$ cat src/rtl/modulo_controle_jogo_if.sv
// Purpose: groups the game sequencer's button, matrix-lookup and status signals into one bundle.
// Latency: none, wires only.
// Backpressure: none; every strobe is a single-cycle pulse with no handshake.
// Ports:
//   start, confirm, coord, ship_cells, po_cell, at_cell  : into the sequencer
//   po_load, at_write, at_idx, state_code, rgb_r, rgb_g,
//   hits, shots, game_won, game_lost                      : out of the sequencer
interface modulo_controle_jogo_if;
  logic       start;
  logic       confirm;
  logic [5:0] coord;
  logic [5:0] ship_cells;
  logic       po_cell;
  logic       at_cell;
  logic       po_load;
  logic       at_write;
  logic [5:0] at_idx;
  logic [1:0] state_code;
  logic       rgb_r;
  logic       rgb_g;
  logic [5:0] hits;
  logic [5:0] shots;
  logic       game_won;
  logic       game_lost;

  // Environment side: buttons and matrix registers.
  modport master (
    output start, confirm, coord, ship_cells, po_cell, at_cell,
    input  po_load, at_write, at_idx, state_code, rgb_r, rgb_g,
           hits, shots, game_won, game_lost
  );

  // Sequencer side.
  modport slave (
    input  start, confirm, coord, ship_cells, po_cell, at_cell,
    output po_load, at_write, at_idx, state_code, rgb_r, rgb_g,
           hits, shots, game_won, game_lost
  );
endinterface

$ cat src/rtl/modulo_controle_jogo.sv
// Purpose: battleship game sequencer; locks the preset, validates and fires shots, scores, shows feedback.
// Latency: confirm seen at edge n -> at_write and counters at edge n+2; every output is registered.
// Backpressure: none; start/confirm arriving in states that do not use them are dropped.
// Ports:
//   clk  - system clock (divided matrix-scan tick)
//   clr  - synchronous reset, active-low
//   bus  - slave side of modulo_controle_jogo_if (buttons, coordinate, matrix lookups, status)
module modulo_controle_jogo #(
  parameter int MAX_SHOTS     = 20,
  parameter int RESULT_CYCLES = 4
) (
  input  logic                    clk,
  input  logic                    clr,
  modulo_controle_jogo_if.slave   bus
);

  localparam int CW = (RESULT_CYCLES > 1) ? $clog2(RESULT_CYCLES) : 1;

  typedef enum logic [2:0] {
    S_IDLE,
    S_PLACE,
    S_ATTACK,
    S_CHECK,
    S_SHOW,
    S_WON,
    S_LOST
  } state_t;

  state_t          state_q, state_d;
  logic [5:0]      at_idx_q, at_idx_d;
  logic [5:0]      ship_q, ship_d;
  logic [5:0]      hits_q, hits_d;
  logic [5:0]      shots_q, shots_d;
  logic            reject_q, reject_d;
  logic [CW-1:0]   show_q, show_d;
  logic            po_load_q, po_load_d;
  logic            at_write_q, at_write_d;
  logic            rgb_r_q, rgb_r_d;
  logic            rgb_g_q, rgb_g_d;
  logic [1:0]      code_q, code_d;
  logic            won_q, won_d;
  logic            lost_q, lost_d;

  // Coordinate decode: column in the upper field, row in the lower one.
  logic [2:0] col;
  logic [2:0] row;
  logic       coord_ok;
  logic [5:0] coord_idx;

  assign col       = bus.coord[5:3];
  assign row       = bus.coord[2:0];
  assign coord_ok  = (col <= 3'd4) && (row <= 3'd6);
  assign coord_idx = 6'(row) * 6'd5 + 6'(col);

  always_comb begin
    state_d    = state_q;
    at_idx_d   = at_idx_q;
    ship_d     = ship_q;
    hits_d     = hits_q;
    shots_d    = shots_q;
    reject_d   = reject_q;
    show_d     = show_q;
    po_load_d  = 1'b0;
    at_write_d = 1'b0;
    rgb_r_d    = rgb_r_q;
    rgb_g_d    = rgb_g_q;

    case (state_q)
      S_IDLE, S_WON, S_LOST: begin
        // start outranks a simultaneous confirm: the confirm is simply dropped.
        if (bus.start) begin
          state_d = S_PLACE;
          hits_d  = '0;
          shots_d = '0;
          rgb_r_d = 1'b0;
          rgb_g_d = 1'b0;
        end
      end

      S_PLACE: begin
        // An empty preset can never be won, so it is not allowed to start a game.
        if (bus.confirm && (bus.ship_cells != 6'd0)) begin
          state_d   = S_ATTACK;
          po_load_d = 1'b1;
          ship_d    = bus.ship_cells;
        end
      end

      S_ATTACK: begin
        if (bus.confirm) begin
          state_d = S_CHECK;
          // Off-board coordinates keep the old index so the lookup stays in range.
          if (coord_ok) begin
            at_idx_d = coord_idx;
            reject_d = 1'b0;
          end else begin
            reject_d = 1'b1;
          end
        end
      end

      S_CHECK: begin
        // Matrix lookups are now valid for the latched at_idx.
        state_d = S_SHOW;
        show_d  = CW'(RESULT_CYCLES - 1);
        if (reject_q || bus.at_cell) begin
          rgb_r_d = 1'b1;
          rgb_g_d = 1'b1;
        end else begin
          at_write_d = 1'b1;
          shots_d    = shots_q + 6'd1;
          if (bus.po_cell) begin
            hits_d  = hits_q + 6'd1;
            rgb_r_d = 1'b0;
            rgb_g_d = 1'b1;
          end else begin
            rgb_r_d = 1'b1;
            rgb_g_d = 1'b0;
          end
        end
      end

      S_SHOW: begin
        if (show_q == '0) begin
          // A winning last shot beats running out of shots.
          if (hits_q == ship_q) begin
            state_d = S_WON;
            rgb_r_d = 1'b0;
            rgb_g_d = 1'b1;
          end else if (shots_q == 6'(MAX_SHOTS)) begin
            state_d = S_LOST;
            rgb_r_d = 1'b1;
            rgb_g_d = 1'b0;
          end else begin
            state_d = S_ATTACK;
            rgb_r_d = 1'b0;
            rgb_g_d = 1'b0;
          end
        end else begin
          show_d = show_q - 1'b1;
        end
      end

      default: state_d = S_IDLE;
    endcase

    // Status outputs are registered from the next state so they line up with it.
    case (state_d)
      S_IDLE:        code_d = 2'b00;
      S_PLACE:       code_d = 2'b01;
      S_WON, S_LOST: code_d = 2'b11;
      default:       code_d = 2'b10;
    endcase
    won_d  = (state_d == S_WON);
    lost_d = (state_d == S_LOST);
  end

  always_ff @(posedge clk) begin
    if (!clr) begin
      state_q    <= S_IDLE;
      at_idx_q   <= '0;
      ship_q     <= '0;
      hits_q     <= '0;
      shots_q    <= '0;
      reject_q   <= 1'b0;
      show_q     <= '0;
      po_load_q  <= 1'b0;
      at_write_q <= 1'b0;
      rgb_r_q    <= 1'b0;
      rgb_g_q    <= 1'b0;
      code_q     <= 2'b00;
      won_q      <= 1'b0;
      lost_q     <= 1'b0;
    end else begin
      state_q    <= state_d;
      at_idx_q   <= at_idx_d;
      ship_q     <= ship_d;
      hits_q     <= hits_d;
      shots_q    <= shots_d;
      reject_q   <= reject_d;
      show_q     <= show_d;
      po_load_q  <= po_load_d;
      at_write_q <= at_write_d;
      rgb_r_q    <= rgb_r_d;
      rgb_g_q    <= rgb_g_d;
      code_q     <= code_d;
      won_q      <= won_d;
      lost_q     <= lost_d;
    end
  end

  assign bus.po_load    = po_load_q;
  assign bus.at_write   = at_write_q;
  assign bus.at_idx     = at_idx_q;
  assign bus.state_code = code_q;
  assign bus.rgb_r      = rgb_r_q;
  assign bus.rgb_g      = rgb_g_q;
  assign bus.hits       = hits_q;
  assign bus.shots      = shots_q;
  assign bus.game_won   = won_q;
  assign bus.game_lost  = lost_q;

endmodule

$ cat src/flat_wrapper.sv
// flat-port wrapper written by rule: the top's interface ports become plain ports
module modulo_controle_jogo_flat 
#(
  parameter int MAX_SHOTS     = 20,
  parameter int RESULT_CYCLES = 4
)
  (clk, clr, bus_start, bus_confirm, bus_coord, bus_ship_cells, bus_po_cell, bus_at_cell, bus_po_load, bus_at_write, bus_at_idx, bus_state_code, bus_rgb_r, bus_rgb_g, bus_hits, bus_shots, bus_game_won, bus_game_lost);
  modulo_controle_jogo_if bus_i ();
  input  logic clk;
  input  logic clr;
  input wire logic [$bits(bus_i.start)-1:0] bus_start;
  input wire logic [$bits(bus_i.confirm)-1:0] bus_confirm;
  input wire logic [$bits(bus_i.coord)-1:0] bus_coord;
  input wire logic [$bits(bus_i.ship_cells)-1:0] bus_ship_cells;
  input wire logic [$bits(bus_i.po_cell)-1:0] bus_po_cell;
  input wire logic [$bits(bus_i.at_cell)-1:0] bus_at_cell;
  output wire logic [$bits(bus_i.po_load)-1:0] bus_po_load;
  output wire logic [$bits(bus_i.at_write)-1:0] bus_at_write;
  output wire logic [$bits(bus_i.at_idx)-1:0] bus_at_idx;
  output wire logic [$bits(bus_i.state_code)-1:0] bus_state_code;
  output wire logic [$bits(bus_i.rgb_r)-1:0] bus_rgb_r;
  output wire logic [$bits(bus_i.rgb_g)-1:0] bus_rgb_g;
  output wire logic [$bits(bus_i.hits)-1:0] bus_hits;
  output wire logic [$bits(bus_i.shots)-1:0] bus_shots;
  output wire logic [$bits(bus_i.game_won)-1:0] bus_game_won;
  output wire logic [$bits(bus_i.game_lost)-1:0] bus_game_lost;
  assign bus_i.start = bus_start;
  assign bus_i.confirm = bus_confirm;
  assign bus_i.coord = bus_coord;
  assign bus_i.ship_cells = bus_ship_cells;
  assign bus_i.po_cell = bus_po_cell;
  assign bus_i.at_cell = bus_at_cell;
  assign bus_po_load = bus_i.po_load;
  assign bus_at_write = bus_i.at_write;
  assign bus_at_idx = bus_i.at_idx;
  assign bus_state_code = bus_i.state_code;
  assign bus_rgb_r = bus_i.rgb_r;
  assign bus_rgb_g = bus_i.rgb_g;
  assign bus_hits = bus_i.hits;
  assign bus_shots = bus_i.shots;
  assign bus_game_won = bus_i.game_won;
  assign bus_game_lost = bus_i.game_lost;
  modulo_controle_jogo #(.MAX_SHOTS(MAX_SHOTS), .RESULT_CYCLES(RESULT_CYCLES)) u_core (.clk(clk), .clr(clr), .bus(bus_i));
endmodule
$ cat config.mk
export PLATFORM = sky130hd
export DESIGN_NAME = modulo_controle_jogo_flat
export DESIGN_NICKNAME = d
export VERILOG_FILES = /design/src/rtl/modulo_controle_jogo_if.sv /design/src/rtl/modulo_controle_jogo.sv /design/src/flat_wrapper.sv
export SDC_FILE = /design/constraint.sdc
export NUM_CORES = 1
export LEC_CHECK = 0
export BUFFER_PORTS_ARGS = -buffer_cell sky130_fd_sc_hd__buf_2
export CAP_MARGIN = 20
export CORE_ASPECT_RATIO = 1.5
export CORE_UTILIZATION = 50
export CTS_CLUSTER_SIZE = 30
export DETAILED_ROUTE_END_ITERATION = 6
export GPL_TIMING_DRIVEN = 0
export MAX_ROUTING_LAYER = met4
export PLACE_DENSITY = 0.85
export SETUP_SLACK_MARGIN = 0.5
export SYNTH_ARGS = -nofsm -noshare
export SYNTH_HDL_FRONTEND = slang
export SYNTH_SLANG_ARGS = --single-unit
export TNS_END_PERCENT = 100
$ cat constraint.sdc
create_clock -name clk -period 2 [get_ports clk]
set_input_delay 0.2 -clock clk [delete_from_list [all_inputs] [get_ports clk]]
set_output_delay 0.2 -clock clk [all_outputs]
set_load 0.1 [all_outputs]
==> reports/metrics.cfg <==
[outcome]
status = completed

[worst_setup_path]
startpoint_type = flip-flop
cp_data_required_time_ps = 2210
crit_buf_inv = 2
cp_top_family = simple AND/OR/NAND/NOR gates
critical_path_class = flip-flop to flip-flop
slowest_stage = dfxtp_4
critPathArrivalTime_ps = 1990
end_kind = flip-flop
cpPeakStageDelay_ps = 370
path_max_fanout = 5
crit_chain = xor2_1 -> or3_1 -> buf_6 -> a21boi_4 -> buf_6 -> or3_1 -> a21oi_2

[logic_synthesis]
mappedNetlistNets = 263
synth_area_per_cell_um2 = 8.959
yosysUniqueCellTypes = 47
synth_cells = 231
yosysTopAreaCell = dfxtp_1
ys_ff_latch = 38
synth_top_area_share_pct = 36.76
ys_warn_count = 0
yosysSeqAreaShare_pct = 36.76
synth_area_um2 = 2069
synth_area_leaders = dfxtp_1 (37%), ha_1 (7.9%), mux2i_1 (6.3%)

[floorplanning]
dieArea_um2 = 4406
io_pins = 44
fp.dieW_um = 54.53
num_rows = 28
die_y_um = 80.80
initial_core_util_pct = 52.28
core_um2 = 3959

[sta]
fin_crit_ps = 1784
clock_skew_ps = 12.42
rsz0062_at_grt = yes
period_share_pct = 89.21
setup_tns_ps = 0
finalSetupViolations = 0
maxSlewHeadroom_pct = 61.06
fmax_ghz = 0.5605
hold_violations = 0
slew_violations = 0
whs_ps = 173.8
tightest_slew_ps = 584.1

[finish]
syn2layout_area_growth_pct = 40.51
layout.nets = 329
drive_gt1_share_pct = 43.62
diodes = 0
fillers = 284

[grt]
grt_pass1_wl_um = 8307
grt_max_degree = 12
gr-total-overflow = 0
antenna_found_initial = 0
grt_usage_pct = 26.07
grt_pass1_vias = 1882

[pwr]
p_int_w = 0.001234
p_leak_nw = 1.276
p_switching_w = 0.0006261
powerDensity_nw_per_um2 = 639.7
pwr-share-comb_pct = 30.2
ir_worst_vdd_v = 0.0006069
swShare_pct = 33.66
pwr-share-seq_pct = 43.1
clkPwrFrac_pct = 26.8

[placement]
dpl.hpwl_um = 3354
routabilityCongestion = 0.9175
portBuffers = 41

[drt]
vias_per_cell = 5.644
route.vias.total = 1936
drt_iter0_drc = 48
routedWlPerCell_um = 14.73
drc = 0
wl_um = 5051
firstDrtPassIters = 4
ant_nets = 0

[cts]
clk_latency_ps = 290
numCtsBuffers = 5
htreeDepth = 2
cts_tree = done
cts_buffer_depth = 2
clkTransAtPathRegs_ps = 80
cts_hold_buf = 0
cts_root_buffer = clkbuf_8
cts.sink_count = 38

[job]
timing.max_cap.violations = 0

[hold_path]
min_path_type = input pin to flip-flop

worst register-to-register path, delay by kind of cell, from the launching register on:
kind | cells | cell delay (ps)
buf+inv | 2 | 260
xor+xnor | 1 | 170
flops | 1 | 370
compound gates | 2 | 250
simple gates | 2 | 650
synthesized netlist by cell type (all sizes together):
cell,count
a21oi,16
and3,2
a211oi,5
and2,2
a21o,3
nor4b,1
fa,1
and3b,2
o32a,1
xor2,2
o211a,2
nand4,2
inv,10
o221a,1
nand2b,4
or2,1
nor4bb,3
o21ai,9
o21a,4
a31oi,1
xnor2,11
dfxtp,38
buf,5
or2b,1
clkbuf,4
mux2i,13
o311ai,1
nor2b,2
o32ai,1
or3,9
nand2,15
o31ai,1
nor2,26
nand3,8
nor4,1
a21boi,2
ha,13
o221ai,1
nor3,6
nand3b,1
layer usage:
| layer | routed length, um | vias up | track usage, % |
|---|---|---|---|
| met3 | 241 | 19 | 6.180 |
| met2 | 2628 | 65 | 43.29 |
| met1 | 2013 | 904 | 28.90 |
| li1 | - | 948 | - |
| met5 | 0 | - | - |
| met4 | 167 | 0 | 10.77 |
state kept, by name (all words and copies together), names as in the netlist:
name                   count
u_core.bus.rgb_r           1
u_core.bus.hits            6
u_core.bus.game_lost       1
u_core.ship_q              6
u_core.bus.po_load         1
u_core.reject_q            1
u_core.state_q             3
u_core.bus.game_won        1
u_core.bus.at_idx          6
u_core.bus.shots           6
u_core.bus.state_code      2
u_core.bus.at_write        1
u_core.bus.rgb_g           1
u_core.show_q              2
logic make-up after synthesis:
logic type / Yosys count / share of synthesized area [%]
buf+inv: 19 / 4.292
flops: 38 / 36.76
compound gates: 48 / 16.57
xor+xnor: 13 / 5.502
simple gates: 86 / 21.77
mux: 13 / 6.288
fa+ha+maj: 14 / 8.827
power by group through the flow:
stage / Combinational (W) / Clock [W] / Sequential [W]
2_1_floorplan: 0.000234 / 0 / 0.000933
6_report: 0.000561 / 0.000498 / 0.000801
4_1_cts: 0.000504 / 0.000508 / 0.000800
3_3_place_gp: 0.000434 / 0 / 0.000818
5_1_grt: 0.000603 / 0.000536 / 0.000806
3_5_place_dp: 0.000443 / 0 / 0.000818
timing repair:
item,in CTS,in global routing
gates resized for setup,28,30
setup endpoints to repair,35,35
pin swaps,5,11
setup buffers,13,4
cloned,1,0
final timing paths:
| check | depth (start not counted) | start | slack (ps) | to |
|---|---|---|---|---|
| setup / recovery | 7 | u_core.state_q[0] | 220 | u_core.bus.hits[4] |
| hold / removal | 3 | bus_ship_cells[2] | 170 | u_core.ship_q[2] |
| setup reg to reg | 7 | u_core.state_q[0] | 220 | u_core.bus.hits[4] |
| hold reg to reg | 1 | u_core.show_q[0] | 470 | u_core.show_q[0] |
per-stage QoR:
stage               setup slack (ps)  instances  power, W  area, um2  util [%]
finish                         215.7        343  0.001860       2908     73.45
global route                   122.6        343  0.001944       2908     73.45
CTS                            229.6        339  0.001811       2734     69.06
detailed placement             151.0        317  0.001261       2449     61.85
global placement               144.0        317  0.001252       2449     61.85
floorplan                      295.1        231  0.001168       2187         -
area by class of cell:
class,instances,area (um2),share of cell area (%)
multi-input combinational,174,1494,51.38
buffer,9,78.83,2.711
timing repair buffer,59,352.8,12.13
sequential,38,807.0,27.75
inverter,10,37.54,1.291
clock inverter,2,8.758,0.3012
clock buffer,6,72.57,2.496
tap,45,56.30,1.936
cell usage in the layout (no fill, tap or decap), types with 9 or more instances in the layout:
master / n
buf_2: 43
dfxtp_1: 23
nor2_1: 22
buf_4: 14
nand2_1: 14
mux2i_1: 13
a21oi_1: 12
dfxtp_4: 11
inv_1: 9
xnor2_1: 9
No activity file was read; power rests on OpenSTA's default activity.
